File: config.mk
export PLATFORM = sky130hd
export DESIGN_NAME = dmem_bridge
export DESIGN_NICKNAME = d
export VERILOG_FILES = /design/src/rtl/dmem_bridge.sv
export SDC_FILE = /design/constraint.sdc
export NUM_CORES = 1
export LEC_CHECK = 0
export CAP_MARGIN = 0
export CORE_MARGIN = 2
export CORE_UTILIZATION = 45
export DETAILED_ROUTE_END_ITERATION = 8
export HOLD_SLACK_MARGIN = 0.05
export PLACE_DENSITY_LB_ADDON = 0.05
export SLEW_MARGIN = 20
export SYNTH_ARGS = -nofsm -noshare
export SYNTH_HDL_FRONTEND = slang
export SYNTH_SLANG_ARGS = --single-unit
File: constraint.sdc
create_clock -name clk -period 7.2 [get_ports clk]
set_input_delay 1.44 -clock clk [delete_from_list [all_inputs] [get_ports clk]]
set_output_delay 1.44 -clock clk [all_outputs]
set_load 0.02 [all_outputs]
File: src/rtl/dmem_bridge.sv
// rtl/dmem_bridge.sv - MEM-stage data-memory bridge to a variable-latency req/ack bus
// Optional posted write buffer: define DMEM_WBUF_EN (default build: every store stalls).
module dmem_bridge #(
  parameter int unsigned ADDR_W   = 32,
  parameter int unsigned TIMEOUT  = 255,
  parameter logic [31:0] ERR_DATA = 32'hDEAD_BEEF
) (
  input  logic              clk,
  input  logic              cpu_rst_n,
  input  logic              cpu_en,
  input  logic              mem_ren,
  input  logic              mem_wen,
  input  logic [31:0]       mem_addr,
  input  logic [31:0]       mem_dout,
  output logic [31:0]       mem_din,
  output logic              stall,
  output logic              bus_req,
  output logic              bus_we,
  output logic [ADDR_W-1:0] bus_addr,
  output logic [31:0]       bus_wdata,
  input  logic              bus_ack,
  input  logic [31:0]       bus_rdata,
  output logic              bus_err
);

  typedef enum logic [1:0] {S_IDLE, S_BUSY, S_DONE} state_t;

  localparam logic [15:0] TMO = TIMEOUT[15:0];

  state_t              state_q, state_d;
  logic                bus_req_q, bus_req_d;
  logic                bus_we_q, bus_we_d;
  logic [ADDR_W-1:0]   bus_addr_q, bus_addr_d;
  logic [31:0]         bus_wdata_q, bus_wdata_d;
  logic [31:0]         mem_din_q, mem_din_d;
  logic                bus_err_q, bus_err_d;
  logic [15:0]         cnt_q, cnt_d;

  logic                access;
  logic                aligned;
  logic [15:0]         cnt_inc;
  logic                timeout_hit;
  logic                post_store;   // store accepted into the posted buffer this cycle
  logic                posted;       // current BUSY transaction is a posted write

  assign access      = cpu_en & (mem_ren | mem_wen);
  assign aligned     = (mem_addr[1:0] == 2'b00);
  assign cnt_inc     = cnt_q + 16'd1;
  assign timeout_hit = (cnt_inc == TMO);

`ifdef DMEM_WBUF_EN
  logic posted_q, posted_d;
  assign post_store = access & mem_wen;
  assign posted     = posted_q;
`else
  assign post_store = 1'b0;
  assign posted     = 1'b0;
`endif

  // State register plus all registered bus/pipeline outputs
  always_ff @(posedge clk or negedge cpu_rst_n) begin
    if (!cpu_rst_n) begin
      state_q     <= S_IDLE;
      bus_req_q   <= 1'b0;
      bus_we_q    <= 1'b0;
      bus_addr_q  <= '0;
      bus_wdata_q <= '0;
      mem_din_q   <= '0;
      bus_err_q   <= 1'b0;
      cnt_q       <= '0;
`ifdef DMEM_WBUF_EN
      posted_q    <= 1'b0;
`endif
    end else begin
      state_q     <= state_d;
      bus_req_q   <= bus_req_d;
      bus_we_q    <= bus_we_d;
      bus_addr_q  <= bus_addr_d;
      bus_wdata_q <= bus_wdata_d;
      mem_din_q   <= mem_din_d;
      bus_err_q   <= bus_err_d;
      cnt_q       <= cnt_d;
`ifdef DMEM_WBUF_EN
      posted_q    <= posted_d;
`endif
    end
  end

  // Next-state: accept in IDLE, wait for ack/timeout in BUSY, one release cycle in DONE
  always_comb begin
    state_d = state_q;
    case (state_q)
      S_IDLE: begin
        if (access) begin
          if (!aligned) state_d = post_store ? S_IDLE : S_DONE;
          else          state_d = S_BUSY;
        end
      end
      S_BUSY: begin
        if (bus_ack || timeout_hit) state_d = posted ? S_IDLE : S_DONE;
      end
      S_DONE:  state_d = S_IDLE;
      default: state_d = S_IDLE;
    endcase
  end

  // Datapath: latch the access, count BUSY cycles, capture read data or error data
  always_comb begin
    bus_req_d   = bus_req_q;
    bus_we_d    = bus_we_q;
    bus_addr_d  = bus_addr_q;
    bus_wdata_d = bus_wdata_q;
    mem_din_d   = mem_din_q;
    bus_err_d   = bus_err_q;
    cnt_d       = cnt_q;
`ifdef DMEM_WBUF_EN
    posted_d    = posted_q;
`endif
    case (state_q)
      S_IDLE: begin
        cnt_d = '0;
        if (access) begin
          if (aligned) begin
            bus_req_d   = 1'b1;
            bus_we_d    = mem_wen;
            bus_addr_d  = {mem_addr[ADDR_W-1:2], 2'b00};
            bus_wdata_d = mem_dout;
`ifdef DMEM_WBUF_EN
            posted_d    = post_store;
`endif
          end else begin
            bus_err_d = 1'b1;
            if (!post_store) mem_din_d = '0;
          end
        end
      end
      S_BUSY: begin
        cnt_d = cnt_inc;
        // An ack coinciding with the last allowed cycle is a success
        if (bus_ack) begin
          bus_req_d = 1'b0;
          if (!bus_we_q) mem_din_d = bus_rdata;
        end else if (timeout_hit) begin
          bus_req_d = 1'b0;
          bus_err_d = 1'b1;
          if (!bus_we_q) mem_din_d = ERR_DATA;
        end
      end
      default: begin
`ifdef DMEM_WBUF_EN
        posted_d = 1'b0;
`endif
      end
    endcase
  end

  // Outputs: stall while an access waits; DONE releases the pipeline for one cycle
  always_comb begin
    stall = 1'b0;
    case (state_q)
      S_IDLE:  stall = access & ~post_store;
      S_BUSY:  stall = posted ? access : 1'b1;
      default: stall = 1'b0;
    endcase
    stall = stall & cpu_rst_n;
  end

  assign mem_din   = mem_din_q;
  assign bus_req   = bus_req_q;
  assign bus_we    = bus_we_q;
  assign bus_addr  = bus_addr_q;
  assign bus_wdata = bus_wdata_q;
  assign bus_err   = bus_err_q;

endmodule

==> results.md <==
* Status: complete, no violations
* Die Height at 109.9 um
* Critical Path RT at between 5 and 6 ns
* Cts bufs inserted at 17
* Hold Path Class: reg2reg
* Cts repair resizes at 0
* Gr usage total at 0.2234
* Number of synthesized register bits at approximately 120
* DR WL/cell at 17.67 um
* Fin crit period at about 4.6 ns
* Hold-fix buffers, CTS at 0
* Sequential share of power at 0.363
* Fmax at approximately 220 MHz
* Gpl congestion at 0.8399
* Met2 usage at 0.3558
* Vias per cell at 5.119
* Initial antenna violation count at 0
* CTS tree: done
* Most frequent cells after synthesis: dfrtp_1 (115), mux2_2 (71), a22o_1 (46)
* Fillers at ~800
* HPWL after DPL at between 8000 and 9000 um
* Total die area at about 12000 sq um
* Port Buffer Count at slightly below 200
* Max-Cap Viols at 0
* CP Class: in2out
* # diodes at 0
* Vias in the first global route at about 3.8k
* Die X at approximately 110 um
* Place WS at around 2.7 ns
* Core area at ~11000 sq um
* GR Util met1 at 0.2605
* Switching power at a little under 700 uW
* Synth Flop Type: dfrtp_1
* Final Net Count at between 600 and 700
* Setup violators final at 0
* Clock Pin Slew Worst Setup and Hold Paths at ~0.060 ns
* Critical path fanouts, max at 3
* CTS Root Cell: clkbuf_8
* Pleak at between 3 and 4 nW
* Area Overhead vs Synth at 51.30%
* Switch share at 0.2882
* Synthesized cell area at ~5000 sq um
* Int Power at 1.693 mW
* Fin crit share at 0.6329
* Multi-input logic area at roughly 2000 sq um
* FF+latch area at approximately 2900 sq um
* Register area share after synthesis at 0.5706
* First-pass GRT wire length at around 20000 um
* H-tree depth at 4
* Dominant cell by count in the synthesized netlist: dfrtp_1
* Layout cell share with drive strength beyond 1 at 0.1844
* Worst-Margin Slew at slightly above 1 ns
* I/O Pins at 202
* WP data arrival at approximately 3.1 ns
* Clock Latency Late Sink at roughly 0.52 ns
* Post-CTS Setup Repair Bufs at 0
* Starting Density at 0.4632
* Yosys top cell area share at 0.5706
* Clock buffer depth at 2
* RSZ-0062 raised after global routing: no
* Comb power frac at 0.301
* Setup WS post-layout at between 2 and 3 ns
* Rows at 38
* DR iter-0 viols at around 190
* Yosys warns at 0
* Worst Skew at about 0.0083 ns
* Largest net degree at the start of global routing at 66
* Busiest grt layer: met2
* Worst Setup End Kind: output port
* Critical Path Start Type: input pin
* Ys async rst share at 1.000
* Syn avg cell area at about 13 sq um
* Worst vdd ir at roughly 210 uV
* Remaining antenna violation count after routing at 0
* Post-synth top area cell: dfrtp_1
* Mapped Cells at approximately 390
* Final Hold Fails at 0
* Top post-synthesis cells by area: dfrtp_1 (57%), mux2_2 (16%), a22o_1 (8.0%)
* TritonRoute pass-1 iters at 4
* Met3 GRT Util at 0.1020
* Post-synth EDFFs at 0
* Pins Over Slew Limit at 0
* Routed WL at 12910 um
* CTS Sinks at between 100 and 150
* DRC at 0
* Slew HR at 0.3111
* GRT overflow at 0
* Clock Power Share at 0.336
* Cell variety after synth at 45
* Power Density at between 300 and 400 nW/um^2
* Routed vias at approximately 3.7k
* Total Neg Setup Slack at 0 ns
per-stage QoR:
stage / cells / total power [mW] / cell area [sq um] / hold WS, ns / util
global route: 731 / 2.484 / 7631 / 0.5124 / 0.7009
CTS: 731 / 2.405 / 7636 / 0.5043 / 0.7013
global placement: 701 / 1.582 / 7077 / 0.4640 / 0.6500
finish: 731 / 2.378 / 7631 / 0.4985 / 0.7009
detailed placement: 701 / 1.592 / 7077 / 0.4747 / 0.6500
floorplan: 389 / 1.197 / 5047 / 0.5328 / -
kinds of logic (layout without fill, tap and decap cells):
family	Yosys count	after routing	synth area share
flops	115	115	0.5706
simple gates	92	92	0.1059
mux	73	73	0.1627
compound gates	69	69	0.1161
buf+inv	34	236	0.03547
fa+ha+maj	2	2	0.004961
xor+xnor	2	2	0.003474
other cells	1	2	0.0007435
sequential cells by signal (all words and copies together) (netlist names):
name	count
bus_we	1
bus_req	1
bus_addr	30
state_q	2
cnt_q	16
bus_err	1
mem_din	32
bus_wdata	32
metal layers:
layer	share of wire	vias to the layer above	wire [um]
met5	0	-	0
met4	0.024	0	310
met3	0.077	21	990
met2	0.51	107	6529
met1	0.39	1834	5083
li1	-	1780	-
final timing paths:
path                            from            end  slack [ns]  depth (start not counted)
setup / recovery             mem_wen          stall        2.64                          5
hold / removal               bus_err        bus_err        0.50                          1
setup reg to reg            cnt_q[0]    mem_din[18]        3.94                          9
hold reg to reg              bus_err        bus_err        0.50                          1
max in group asynchronous  cpu_rst_n   bus_addr[18]        5.00                          2
min in group asynchronous  cpu_rst_n  bus_wdata[29]        1.00                          1
worst max-delay path, cell delays in order:
cell and delay (ns):
clkdlybuf4s50_1 0.48, o21a_1 0.26, nor2_1 0.08, nor3b_1 0.22, clkdlybuf4s50_1 0.64
power groups by stage:
stage,logic (mW),clock network [mW],registers [mW]
6_report,0.715,0.800,0.863
5_1_grt,0.756,0.845,0.883
4_1_cts,0.726,0.816,0.864
3_5_place_dp,0.723,0,0.869
3_3_place_gp,0.715,0,0.866
2_1_floorplan,0.165,0,1.03
layout by cell type (no fill, tap or decap), drive strengths merged, types with 4 or more instances in the layout:
cell type	n
mux2	72
a21o	6
nor3	12
clkbuf	25
nand3	7
nor2	15
clkdlybuf4s50	197
o21ai	5
buf	6
dfrtp	115
a22o	46
nand4	4
nand2	12
nand2b	25
cell type report:
cell class,instances,area share
Clock buffer,25,0.06345
Clock inverter,5,0.009838
Inverter,3,0.001476
Multi-Input combinational cell,240,0.2612
Sequential cell,115,0.3771
Tap cell,140,0.02295
Timing Repair Buffer,203,0.2640
(Power assumes the default switching activity.)
